## config.mk

```make
export PLATFORM = sky130hd
export DESIGN_NAME = sweep_sequencer
export DESIGN_NICKNAME = d
export VERILOG_FILES = /design/src/rtl/sweep_sequencer.sv
export SDC_FILE = /design/constraint.sdc
export NUM_CORES = 1
export LEC_CHECK = 0
export CAP_MARGIN = 10
export CORE_ASPECT_RATIO = 0.9
export CORE_MARGIN = 4
export CORE_UTILIZATION = 40
export DETAILED_ROUTE_END_ITERATION = 8
export GPL_ROUTABILITY_DRIVEN = 0
export GPL_TIMING_DRIVEN = 1
export MAX_ROUTING_LAYER = met4
export PLACE_DENSITY = 0.69
export SETUP_SLACK_MARGIN = 0.4
export SYNTH_ARGS = -nofsm -noshare
export SYNTH_HDL_FRONTEND = slang
export SYNTH_SLANG_ARGS = --single-unit
```

## constraint.sdc

```tcl
create_clock -name clk -period 9.58 [get_ports clk]
set_input_delay 1.916 -clock clk [delete_from_list [all_inputs] [get_ports clk]]
set_output_delay 1.916 -clock clk [all_outputs]
set_load 0.02 [all_outputs]
```

## src/rtl/sweep_sequencer.sv

```systemverilog
// ============================================================================
//  Module   : sweep_sequencer
//  Brief    : Stepped-frequency sweep controller: DDS write, settle, measure,
//             and stream out one tagged amplitude/phase result per point.
//  Revision : 1.0  initial release
// ============================================================================
`default_nettype none

module sweep_sequencer #(
   parameter int FWORD_W  = 32,
   parameter int RES_W    = 32,
   parameter int CNT_W    = 16,
   parameter int SETTLE_W = 24,
   parameter int TIMEOUT  = 1 << 20
) (
   input  logic                clk,
   input  logic                rst,
   input  logic                start,
   input  logic                abort,
   input  logic [FWORD_W-1:0]  cfg_start_fword,
   input  logic [FWORD_W-1:0]  cfg_step_fword,
   input  logic [CNT_W-1:0]    cfg_points,
   input  logic [SETTLE_W-1:0] cfg_settle,
   output logic [FWORD_W-1:0]  dds_fword,
   output logic                dds_wen,
   output logic                meas_start,
   input  logic                meas_done,
   input  logic [RES_W-1:0]    meas_amp,
   input  logic [RES_W-1:0]    meas_phase,
   output logic                res_valid,
   input  logic                res_ready,
   output logic [CNT_W-1:0]    res_index,
   output logic [FWORD_W-1:0]  res_fword,
   output logic [RES_W-1:0]    res_amp,
   output logic [RES_W-1:0]    res_phase,
   output logic                res_err,
   output logic                busy,
   output logic                done
);

   localparam int TO_W = (TIMEOUT > 1) ? $clog2(TIMEOUT) : 1;
   localparam logic [TO_W-1:0] TO_LAST = TO_W'(TIMEOUT - 1);

   typedef enum logic [2:0] {
      S_IDLE   = 3'd0,
      S_LOAD   = 3'd1,
      S_SETTLE = 3'd2,
      S_MEAS   = 3'd3,
      S_WAIT   = 3'd4,
      S_OUT    = 3'd5
   } state_t;

   state_t              state;
   logic [FWORD_W-1:0]  fword;
   logic [FWORD_W-1:0]  step;
   logic [CNT_W-1:0]    index;
   logic [CNT_W-1:0]    points;
   logic [SETTLE_W-1:0] settle;
   logic [SETTLE_W-1:0] settle_cnt;
   logic [TO_W-1:0]     to_cnt;

   always_ff @(posedge clk or posedge rst) begin
      if (rst) begin
         state      <= S_IDLE;
         fword      <= '0;
         step       <= '0;
         index      <= '0;
         points     <= '0;
         settle     <= '0;
         settle_cnt <= '0;
         to_cnt     <= '0;
         dds_fword  <= '0;
         dds_wen    <= 1'b0;
         meas_start <= 1'b0;
         res_valid  <= 1'b0;
         res_index  <= '0;
         res_fword  <= '0;
         res_amp    <= '0;
         res_phase  <= '0;
         res_err    <= 1'b0;
         busy       <= 1'b0;
         done       <= 1'b0;
      end else begin
         // Strobes default low; each is raised only on the transition that owns it.
         dds_wen    <= 1'b0;
         meas_start <= 1'b0;
         done       <= 1'b0;
         if (abort) begin
            state     <= S_IDLE;
            res_valid <= 1'b0;
            busy      <= 1'b0;
         end else begin
            case (state)
               S_IDLE: begin
                  if (start) begin
                     if (cfg_points != '0) begin
                        fword     <= cfg_start_fword;
                        step      <= cfg_step_fword;
                        points    <= cfg_points;
                        settle    <= cfg_settle;
                        index     <= '0;
                        dds_fword <= cfg_start_fword;
                        dds_wen   <= 1'b1;
                        busy      <= 1'b1;
                        state     <= S_LOAD;
                     end else begin
                        done <= 1'b1;
                     end
                  end
               end
               S_LOAD: begin
                  settle_cnt <= settle;
                  state      <= S_SETTLE;
               end
               S_SETTLE: begin
                  if (settle_cnt == '0) begin
                     meas_start <= 1'b1;
                     state      <= S_MEAS;
                  end else begin
                     settle_cnt <= settle_cnt - 1'b1;
                  end
               end
               S_MEAS: begin
                  to_cnt <= '0;
                  state  <= S_WAIT;
               end
               S_WAIT: begin
                  // A completion in the final timeout cycle still wins.
                  if (meas_done) begin
                     res_amp   <= meas_amp;
                     res_phase <= meas_phase;
                     res_err   <= 1'b0;
                     res_index <= index;
                     res_fword <= fword;
                     res_valid <= 1'b1;
                     state     <= S_OUT;
                  end else if (to_cnt == TO_LAST) begin
                     res_amp   <= '0;
                     res_phase <= '0;
                     res_err   <= 1'b1;
                     res_index <= index;
                     res_fword <= fword;
                     res_valid <= 1'b1;
                     state     <= S_OUT;
                  end else begin
                     to_cnt <= to_cnt + 1'b1;
                  end
               end
               S_OUT: begin
                  if (res_ready) begin
                     res_valid <= 1'b0;
                     if (index == points - 1'b1) begin
                        done  <= 1'b1;
                        busy  <= 1'b0;
                        state <= S_IDLE;
                     end else begin
                        fword     <= fword + step;
                        index     <= index + 1'b1;
                        dds_fword <= fword + step;
                        dds_wen   <= 1'b1;
                        state     <= S_LOAD;
                     end
                  end
               end
               default: begin
                  state <= S_IDLE;
                  busy  <= 1'b0;
               end
            endcase
         end
      end
   end

endmodule

`default_nettype wire

```

Yosys cells after proc, flatten, opt, wreduce, memory -nomap -nowiden
Cells that the tools add are included.
{ "totals": {"regBits": 285, "out_inout_bits": 150, "wordCells": 120} }
{ "classes": {"addsub": 5, "eq_ne": 21, "mux": 58, "bitwise_logic": 1, "n_reduce_logical": 17} }
{ "ops": {"columns": ["operator", "count"], "rows": [
  ["$mux W32", 9],
  ["$mux W16", 6],
  ["$pmux W32 S2", 1],
  ["$pmux W24 S2", 1],
  ["$mux W20", 2],
  ["$pmux W20 S2", 1],
  ["$add A32 B32 Y32", 1],
  ["$pmux W16 S2", 1],
  ["$logic_not A24 Y1", 1],
  ["$mux W1", 24],
  ["$mux W24", 1],
  ["$sub A24 B1 Y24 const B", 1],
  ["$mux W3", 7],
  ["$add A20 B1 Y20 const B", 1],
  ["$eq A20 B20 Y1 const B", 1],
  ["$pmux W3 S6", 1],
  ["$add A16 B1 Y16 const B", 1],
  ["$eq A16 B16 Y1", 1],
  ["$reduce_bool A16 Y1", 1],
  ["$sub A16 B1 Y16 const B", 1],
  ["$ne A3 B3 Y1 const B", 5],
  ["$ne A2 B2 Y1 const B", 7],
  ["$reduce_and A5 Y1", 2],
  ["$reduce_and A3 Y1", 3],
  ["14 further kinds", 22]
]} }

Logic depth before layout (Yosys ltp)
Gate-level depths: netlist of the first run.
{ "depth": {"depth_word": 6, "depth_mapped": 13, "ltp_nobuf": 12} }

Worst setup path before layout of the first run
OpenSTA, ideal clock, no wires.
{ "synth_path": {"path_kind": "in2reg", "from": "input cfg_points[11]", "to": "register fword[24]", "setup_ns": 0.132, "arrival_ns": 3.513, "t_required_ns": 9.448, "slack_ns": 5.935, "path_stages": 10, "path_buffers": 2, "cell_sequence": "nor4_1 nand4_1 nand3_1 nor2_1 o41ai_4 buf_6 buf_6 nor3_1 mux2i_1 o211ai_1"} }
{ "synth_via": {"elab_chain_len": 3} }
{ "synth_lines": {"columns": ["element", "line_no", "text"], "rows": [
  ["start: declaration", "22", "input logic [CNT_W-1:0] cfg_points,"],
  ["$reduce_bool A16 Y1", "96", "if (cfg_points != '0) begin"],
  ["$ne A2 B2 Y1 (no line)", null, null],
  ["$reduce_and A6 Y1 (no line)", null, null],
  ["end signal: assignment", "97", "fword <= cfg_start_fword;"],
  ["end signal: assignment", "157", "fword <= fword + step;"],
  ["end: declaration", "54", "logic [FWORD_W-1:0] fword;"]
]} }
No other way between the ends.
A chain may end at the register's enable or synchronous reset.

Worst setup path after layout of the first run
{ "layout_path": {"from": "input cfg_points[8]", "to": "register fword[29]"} }
Same word-level chain as after synthesis.

==> out/results.ini, run 1 <==
[sta]
hold_viol_final = 0
period_share_pct = 54.1
clock_skew_ns = 0.0182
max_freq_mhz = 193
fin_hold_ws_ns = 0.478
setup-tns-final_ns = 0
tightest_slew_ns = 1.18
finalSetupViolCount = 0
min_period_ns = 5.18
relSlewSlack_pct = 21.0
grt_setup_unrepaired = false
finalMaxSlewViolations = 0

[setup_path]
max_stage_delay_ns = 0.65
endpoint = fword[29]
worst-path-buf-inv = 4
path_class = in2reg
worstReg2RegEnd = fword[29]
crit_start = cfg_points[8]
cp_data_arrival_time_ns = 5.54
cp_slowest_cell = buf_4
cp.depth = 12
start_kind = primary input
critical_path.top_delay_family = buffers and inverters
rrSetupSlack_ns = 5.33
timing.rr.start = points[0]
required_ns = 9.94
path_max_fanout = 75
reg2regPathDepth = 12
path_cells = clkdlybuf4s50_1 -> nor4_1 -> nand4_1 -> nand3_1 -> nor2_4 -> buf_4 -> a31o_2 -> o41ai_4 -> buf_4 -> inv_2 -> nand3_1 -> o221ai_1
end_kind = flop

[route]
num_vias = 11500
wl_met2_um = 19500
ant_nets = 0
wl_met3_um = 3280
drt_first_iter_violations = 740
highest_layer = met4
drcViolationCount = 0
route.detailed.wl_per_inst_um = 19.9
wl_met1_um = 18200
drt-total-wl_um = 42000
dr.pass1.iters = 5
post_drt_via_cell_ratio = 5.45

[synthesis]
yosys_most_used_dff = dfrtp_1
netlist-cell-type-count = 76
yosysTopAreaCell = dfrtp_1
synth_top_area_share_pct = 50.6
synth_compound_area_share_pct = 15.6
synth_xor_xnor_area_share_pct = 4.66
ys_seq_elements = 285
synth_cells = 1323
ys_seq_area_share_pct = 50.6
synth_edf_count = 0
synth.area.mux_share_pct = 9.39
synth_area_leaders = dfrtp_1 (51%), mux2_2 (9.0%), a22o_1 (4.0%), ha_1 (3.1%), nor2_1 (2.9%)
yosys.area_share.simple_pct = 13.5
synthArstFlopShare_pct = 100
syn_nets = 1533
syn_avg_cell_area_sq_um = 10.7
syn_area_sq_mm = 0.0141
ys.warnings.count = 0
synth_top_family_by_area = compound AO/OA/AOI/OAI gates
synthAdderAreaFrac_pct = 3.25

[pwr]
power.density_mw_per_mm2 = 325
vdd_drop_max_v = 0.000143
power_w = 0.00613
cellLeakagePower_nw = 8.11

[finish]
drive_above_1_share_pct = 12.4
syn2layout_area_growth_pct = 33.9
final_nets = 1830

[global_routing]
grt_max_degree = 77
antenna_found_initial = 5
grt-ovfl-total = 0
grt_usage_pct = 22.1
grt_pass1_wl_um = 65400
grt_pass1_vias = 11400

[cts]
cts_buffers = 34
htree_levels = 2
cts_tree = done
clk_pin_slew_ns = 0.06
cts_setup_buffers = 0
max-clock-path-buffers = 3
insertion_delay_ns = 0.52
cts_num_sinks = 285
clockRootBuffer = clkbuf_16
hold_buffers = 0
cts.repair.resized = 0

[die]
num_rows = 64
io_pins = 324
chipHeight_um = 186
die_w_um = 206
core-area_sq_mm = 0.0344
die_area_sq_mm = 0.0383
start_util_pct = 41.0

[job]
maxCapViolCount = 0

[placement]
dpl.hpwl_um = 30600
port_buffers = 323

[min_path]
hp-class = reg2reg

[run_status]
outcome = complete, no violations

[cells in the mapped netlist, types with 4 or more instances]
cell type  number
o21ai_0        76
a22o_1         65
nor2_1        110
nor3_1         35
ha_1           35
xor2_1         37
nor4b_1         5
a31o_2          4
or3_1          10
a211oi_1        6
clkbuf_1       59
mux2_2        112
and3_1          9
nor4_1         12
buf_2           9
a31oi_1         8
o21bai_1        4
nand3_1        26
nand2b_1        8
o211ai_1        5
xnor2_1        38
nand3b_1        7
nor3b_1         9
o221ai_1       10
nor2b_1         6
mux2i_1         5
o31a_1          4
o21ai_1        13
inv_1          24
nand2_1        96
dfrtp_1       285
a21oi_1        81
a22oi_1         5
or4_1           6
a21o_1         18
nand4_1        19
and4_1          7
[layer usage]
metal / GRT usage, % / vias up
li1: - / 5424
met1: 28.1 / 5691
met2: 35.4 / 339
met3: 5.70 / 64
met4: 6.04 / 0
met5: - / -
[worst min-delay path, stage by stage, from the launching register on]
cell,delay (ns)
dfrtp_1,0.34
nand2_1,0.05
o21ai_0,0.06
[layout make-up]
cell class | instances | area [sq um]
Clock buffer | 49 | 1060
Tap cell | 462 | 578
Inverter | 25 | 97.6
Sequential cell | 285 | 7130
Antenna cell | 5 | 12.5
Clock inverter | 12 | 91.3
Multi-Input combinational cell | 938 | 6570
Fill cell | 2930 | 15500
Timing Repair Buffer | 336 | 3330
[cell families (layout without fill, tap and decap cells)]
group / after synthesis / in the layout
muxes: 118 / 118
adders and majority gates: 36 / 36
DFF: 285 / 285
xor gates and xnor gates: 75 / 75
AOI/OAI and AO/OA: 329 / 329
and+or+nand+nor: 380 / 380
other: 0 / 5
buffers and inverters: 100 / 422
[how the worst min path moves through the flow]
stage / start / endpoint / slack [ns] / depth (start not counted)
after floorplan: to_cnt[1] / to_cnt[1] / 0.46 / 2
after global placement: res_fword[1] / res_fword[1] / 0.47 / 2
after detailed placement: res_index[2] / res_index[2] / 0.47 / 2
after CTS: res_index[2] / res_index[2] / 0.48 / 2
after global routing: res_fword[19] / res_fword[19] / 0.51 / 1
final: res_index[2] / res_index[2] / 0.48 / 2
[registers in the layout (all words and copies together) (netlist names)]
| signal | count |
|---|---|
| settle_cnt | 24 |
| busy | 1 |
| done | 1 |
| res_valid | 1 |
| res_fword | 32 |
| to_cnt | 20 |
| res_phase | 32 |
| state | 3 |
| index | 16 |
| fword | 32 |
| dds_wen | 1 |
| settle | 24 |
| meas_start | 1 |
| res_err | 1 |
| res_index | 16 |
| step | 32 |
| res_amp | 32 |
| points | 16 |
[per-stage QoR]
step | cell area [sq um] | setup WS (ns) | instances | util, %
after floorplan | 14100 | 3.89 | 1323 | -
after global placement | 17700 | 4.04 | 2046 | 51.5
after detailed placement | 17700 | 3.87 | 2046 | 51.5
after CTS | 18900 | 4.42 | 2107 | 54.9
after global routing | 18900 | 4.20 | 2111 | 54.9
final | 18900 | 4.40 | 2112 | 54.9
[placed cells by master, fill, tap and decap left out, types with 37 or more instances in the layout]
| cell | instances |
|---|---|
| o21ai_0 | 76 |
| nand2_1 | 95 |
| mux2_2 | 112 |
| dfrtp_1 | 285 |
| xnor2_1 | 38 |
| nor2_1 | 109 |
| a22o_1 | 65 |
| a21oi_1 | 81 |
| clkbuf_16 | 37 |
| clkdlybuf4s50_1 | 323 |
| xor2_1 | 37 |
[power breakdown]
| part | total [W] | leakage [nW] | internal (W) | switching (W) |
|---|---|---|---|---|
| clock | 0.00131 | 0.578 | 0.000797 | 0.000512 |
| combinational | 0.00278 | 3.88 | 0.00132 | 0.00146 |
| sequential | 0.00204 | 3.65 | 0.00165 | 0.000392 |
Power figures use the tool's default switching activity.
==> inputs of run 2 (changes only) <==
==> constraint.sdc (replaced) <==
create_clock -name clk -period 4.3 [get_ports clk]
set_input_delay 0.86 -clock clk [delete_from_list [all_inputs] [get_ports clk]]
set_output_delay 0.86 -clock clk [all_outputs]
set_load 0.02 [all_outputs]
==> out/results.ini, run 2 (synthesized netlist as in run 1, its figures left out) <==
[setup_path]
path_class = reg2reg
cp_data_arrival_time_ns = 3.86  ; -1.68 ns
required_ns = 4.68  ; -5.26 ns
path_max_fanout = 5  ; -93%
start_kind = flop
end_kind = flop

[die]
num_rows = 64  ; unchanged
core-area_sq_mm = 0.0344  ; unchanged
io_pins = 324  ; unchanged
die_w_um = 206  ; unchanged
chipHeight_um = 186  ; unchanged
start_util_pct = 41.0  ; unchanged
die_area_sq_mm = 0.0383  ; unchanged

[route]
dr.pass1.iters = 5  ; unchanged
num_vias = 11400  ; -1.1%
ant_nets = 0  ; unchanged
route.detailed.wl_per_inst_um = 19.8  ; -0.47%
post_drt_via_cell_ratio = 5.39  ; -1.2%
drt_first_iter_violations = 825  ; +11%
drcViolationCount = 0  ; unchanged
drt-total-wl_um = 41800  ; -0.42%

[placement]
dpl.hpwl_um = 30800  ; +0.80%
port_buffers = 323  ; unchanged

[pwr]
vdd_drop_max_v = 0.000353  ; +150%
cellLeakagePower_nw = 8.17  ; +0.75%
power.density_mw_per_mm2 = 727  ; +120%

[cts]
clk_pin_slew_ns = 0.06  ; about the same
cts.repair.resized = 0  ; unchanged
cts_tree = done
clockRootBuffer = clkbuf_16
cts_num_sinks = 285  ; unchanged
max-clock-path-buffers = 3  ; unchanged
insertion_delay_ns = 0.51  ; about the same
cts_setup_buffers = 0  ; unchanged
cts_buffers = 34  ; unchanged
htree_levels = 2  ; unchanged
hold_buffers = 0  ; unchanged

[sta]
max_freq_mhz = 287
finalMaxSlewViolations = 0  ; unchanged
clock_skew_ns = 0.00968  ; -0.00848 ns
hold_viol_final = 0  ; unchanged
min_period_ns = 3.48
setup-tns-final_ns = 0  ; unchanged
relSlewSlack_pct = 23.4  ; +2.4 points
period_share_pct = 81.0
finalSetupViolCount = 0  ; unchanged
grt_setup_unrepaired = false
fin_hold_ws_ns = 0.486  ; +0.00817 ns
tightest_slew_ns = 1.15  ; -0.0353 ns

[global_routing]
grt-ovfl-total = 0  ; unchanged
grt_pass1_vias = 11300  ; -1.1%
antenna_found_initial = 6  ; +1
grt_max_degree = 118  ; +53%
grt_pass1_wl_um = 65000  ; -0.59%
grt_usage_pct = 21.9  ; -0.18 points

[min_path]
hp-class = reg2reg

[finish]
final_nets = 1832  ; +0.11%
utilization_pct = 55.4  ; +0.44 points
layout_common_cells = clkdlybuf4s50_1 (323), dfrtp_1 (285), mux2_2 (112)
mostFrequentLayoutCell = clkdlybuf4s50_1
syn2layout_area_growth_pct = 35.0
drive_above_1_share_pct = 12.5  ; +0.053 points

[run_status]
outcome = complete, no violations

[job]
maxCapViolCount = 0  ; unchanged

## run 2: changes by cell type in the layout (fill, tap and decap cells not counted), sizes merged
cell	previous run	this run
buf	13	15
clkinv	10	5
bufinv	1	4
clkinvlp	2	3
## run 2: through the flow
step | power, W | instances | cell area (sq um) | worst slack (ns)
finish | 0.0138 | 2113 | 19000 | 0.815
global route | 0.0148 | 2113 | 19000 | 0.425
CTS | 0.0139 | 2107 | 19000 | 0.834
detailed placement | 0.0107 | 2047 | 17800 | 0.698
global placement | 0.0106 | 2047 | 17800 | 0.757
floorplan | 0.00848 | 1323 | 14100 | -0.337
## run 2: final cells by class
class,count,area [sq um]
Inverter,25,97.6
Antenna cell,5,12.5
Multi-Input combinational cell,938,6570
Fill cell,2906,15300
Sequential cell,285,7130
Clock buffer,49,1060
Clock inverter,11,160
Tap cell,462,578
Timing Repair Buffer,338,3410
## run 2: worst max-delay path, stage by stage (launching register included)
cell and delay (ns):
dfrtp_1 0.41, ha_1 0.38, a21oi_1 0.25, o221ai_1 0.18
a221o_1 0.39, a311oi_1 0.60, o31a_1 0.31, nor3b_1 0.11
o41ai_1 0.39, mux2i_1 0.24, o211ai_1 0.10
## run 2: final timing paths
path / end / slack, ns / from / depth (start not counted)
min in group asynchronous: res_fword[11] / 0.73 / rst / 2
setup / recovery: fword[28] / 0.82 / fword[9] / 10
max in group asynchronous: settle[0] / 2.57 / rst / 3
hold / removal: res_fword[31] / 0.49 / res_fword[31] / 2
hold reg to reg: res_fword[31] / 0.49 / res_fword[31] / 2
setup reg to reg: fword[28] / 0.82 / fword[9] / 10
## run 2: power by group
group          internal, W  switching, W
clock network      0.00195       0.00112
registers          0.00368      0.000860
logic              0.00294       0.00326
## run 2: metal layers
layer / vias up / wire, um / global-route usage [%]
li1: 5426 / - / -
met1: 5566 / 18600 / 28.8
met2: 347 / 19400 / 34.9
met3: 47 / 2980 / 5.09
met4: 0 / 770 / 5.11
met5: - / 0 / -
==> inputs of run 3 (changes only) <==
--- a/config.mk
+++ b/config.mk
@@ -13,7 +13,7 @@
 export GPL_ROUTABILITY_DRIVEN = 0
 export GPL_TIMING_DRIVEN = 1
 export MAX_ROUTING_LAYER = met4
-export PLACE_DENSITY = 0.69
+export PLACE_DENSITY = 0.66
 export SETUP_SLACK_MARGIN = 0.4
 export SYNTH_ARGS = -nofsm -noshare
 export SYNTH_HDL_FRONTEND = slang
==> constraint.sdc (replaced) <==
create_clock -name clk -period 3.6 [get_ports clk]
set_input_delay 0.72 -clock clk [delete_from_list [all_inputs] [get_ports clk]]
set_output_delay 0.72 -clock clk [all_outputs]
set_load 0.02 [all_outputs]
==> out/results.ini, run 3 (synthesized netlist as in run 1, its figures left out) <==
[global_routing]
grt_max_degree = 69  ; -42%
antenna_found_initial = 5  ; -1
grt-ovfl-total = 0  ; unchanged
grt_pass1_wl_um = 66900  ; +2.9%
grt_usage_pct = 22.5  ; +0.62 points
grt_pass1_vias = 11500  ; +1.9%

[cts]
clk_pin_slew_ns = 0.06  ; about the same
cts_num_sinks = 285  ; unchanged
cts_tree = done
max-clock-path-buffers = 3  ; unchanged
hold_buffers = 0  ; unchanged
insertion_delay_ns = 0.51  ; about the same
clockRootBuffer = clkbuf_16
htree_levels = 2  ; unchanged
cts_buffers = 35  ; +2.9%

[setup_path]
start_kind = flop
path_class = reg2reg
cp_slowest_cell = or3_1
worst-path-buf-inv = 3  ; +3
path_max_fanout = 8  ; +3
required_ns = 3.98  ; -0.70 ns
path_cells = or3_1 -> o41ai_4 -> nand4_1 -> nor4b_4 -> nand4_1 -> o41ai_4 -> buf_6 -> buf_12 -> buf_4 -> nor3_1 -> mux2i_1 -> o211ai_1
cp_data_arrival_time_ns = 3.48  ; -0.38 ns
max_stage_delay_ns = 0.52  ; -0.08 ns
end_kind = flop
rrSetupSlack_ns = 0.50  ; -0.31 ns
critical_path.top_delay_family = simple AND/OR/NAND/NOR gates

[route]
drt_first_iter_violations = 874  ; +5.9%
num_vias = 11800  ; +3.3%
route.detailed.wl_per_inst_um = 20.1  ; +1.8%
post_drt_via_cell_ratio = 5.46  ; +1.3%
dr.pass1.iters = 5  ; unchanged
ant_nets = 0  ; unchanged
drcViolationCount = 0  ; unchanged
drt-total-wl_um = 43400  ; +3.8%

[die]
die_w_um = 206  ; unchanged
io_pins = 324  ; unchanged
core-area_sq_mm = 0.0344  ; unchanged
start_util_pct = 41.0  ; unchanged
die_area_sq_mm = 0.0383  ; unchanged
chipHeight_um = 186  ; unchanged
num_rows = 64  ; unchanged

[finish]
seqCellArea_sq_mm = 0.00714  ; about the same
drive_above_1_share_pct = 16.1  ; +3.6 points
layout.cells.non_filler = 2154  ; +1.9%
mostFrequentLayoutCell = clkdlybuf4s50_1
final_nets = 1872  ; +2.2%
multi_input_area_sq_mm = 0.00670  ; +2.1%
layout_common_cells = clkdlybuf4s50_1 (323), dfrtp_1 (281), mux2_2 (112)
syn2layout_area_growth_pct = 38.9
num-fill-cells = 2900  ; -0.21%

[sta]
clock_skew_ns = 0.0206  ; +0.0109 ns
hold_viol_final = 0  ; unchanged
min_period_ns = 3.10  ; -0.385 ns
fin_hold_ws_ns = 0.486  ; -0.000306 ns
max_freq_mhz = 323  ; +12%
grt_setup_unrepaired = true
relSlewSlack_pct = 48.6  ; +25 points
period_share_pct = 86.1  ; +5.1 points
finalMaxSlewViolations = 0  ; unchanged
finalSetupViolCount = 0  ; unchanged
tightest_slew_ns = 0.769  ; -0.376 ns

[pwr]
vdd_drop_max_v = 0.000519  ; +47%
cellLeakagePower_nw = 8.43  ; +3.2%
power.density_mw_per_mm2 = 867  ; +19%

[job]
maxCapViolCount = 0  ; unchanged

[min_path]
hp-class = reg2reg

[run_status]
outcome = complete, no violations

[placement]
dpl.hpwl_um = 30500  ; -0.99%
place_inst = 2059  ; +0.59%
port_buffers = 323  ; unchanged

## run 3: cell types whose count changed in the layout (fill, tap and decap cells not counted), sizes merged
cell / previous run / this run
buf: 15 / 51
clkbuf: 49 / 50
clkinv: 5 / 7
clkinvlp: 3 / 5
## run 3: worst paths after layout
check,from,to,cells past startpoint
max,points[4],fword[24],12
min,to_cnt[1],to_cnt[1],2
max reg2reg,points[4],fword[24],12
min reg2reg,to_cnt[1],to_cnt[1],2
max in group asynchronous,rst,res_phase[9],3
min in group asynchronous,rst,fword[14],2
## run 3: power breakdown
group | total [W] | leakage [nW] | internal, W | switching (W)
registers | 0.00542 | 3.65 | 0.00440 | 0.00102
clock network | 0.00363 | 0.577 | 0.00225 | 0.00138
logic | 0.00793 | 4.21 | 0.00384 | 0.00409
## run 3: what timing repair did
action | in CTS | in global routing
cloned | 2 | 3
endpoints found under the setup margin | 40 | 74
pin swaps | 3 | 14
setup buffers | 2 | 21
gates resized for setup | 9 | 34
## run 3: cell type report
type	count	area share, %
repair buffers	377	19.7
clock buffers	47	5.13
well taps	462	2.95
clock inverters	15	0.965
inverters	25	0.511
diodes	5	0.0639
flip-flops and latches	285	36.5
multi-input cells	938	34.2
## run 3: metal layers
| layer | vias up | wire [um] | track usage [%] |
|---|---|---|---|
| met5 | - | 0 | - |
| met3 | 82 | 3690 | 6.41 |
| met4 | 0 | 1350 | 7.16 |
| met2 | 388 | 19400 | 33.9 |
| li1 | 5525 | - | - |
| met1 | 5764 | 18900 | 29.7 |
## run 3: metrics by stage
stage / instance area, sq um / TNS [ns] / power, W / util [%] / setup slack (ns)
detailed placement: 17900 / 0 / 0.0129 / 52.1 / 0.104
floorplan: 14100 / -255.72 / 0.0101 / - / -0.897
global placement: 17900 / 0 / 0.0127 / 52.1 / 0.189
global route: 19600 / 0 / 0.0181 / 57.0 / 0.339
finish: 19600 / 0 / 0.0170 / 57.0 / 0.500
CTS: 19200 / 0 / 0.0167 / 55.9 / 0.402
## run 3: worst reg2reg max path: stages, from the launching register on
cell	delay, ns
dfrtp_1	0.49
or3_1	0.52
o41ai_4	0.35
nand4_1	0.17
nor4b_4	0.26
nand4_1	0.21
o41ai_4	0.27
buf_6	0.18
buf_12	0.13
buf_4	0.11
nor3_1	0.04
mux2i_1	0.15
o211ai_1	0.10
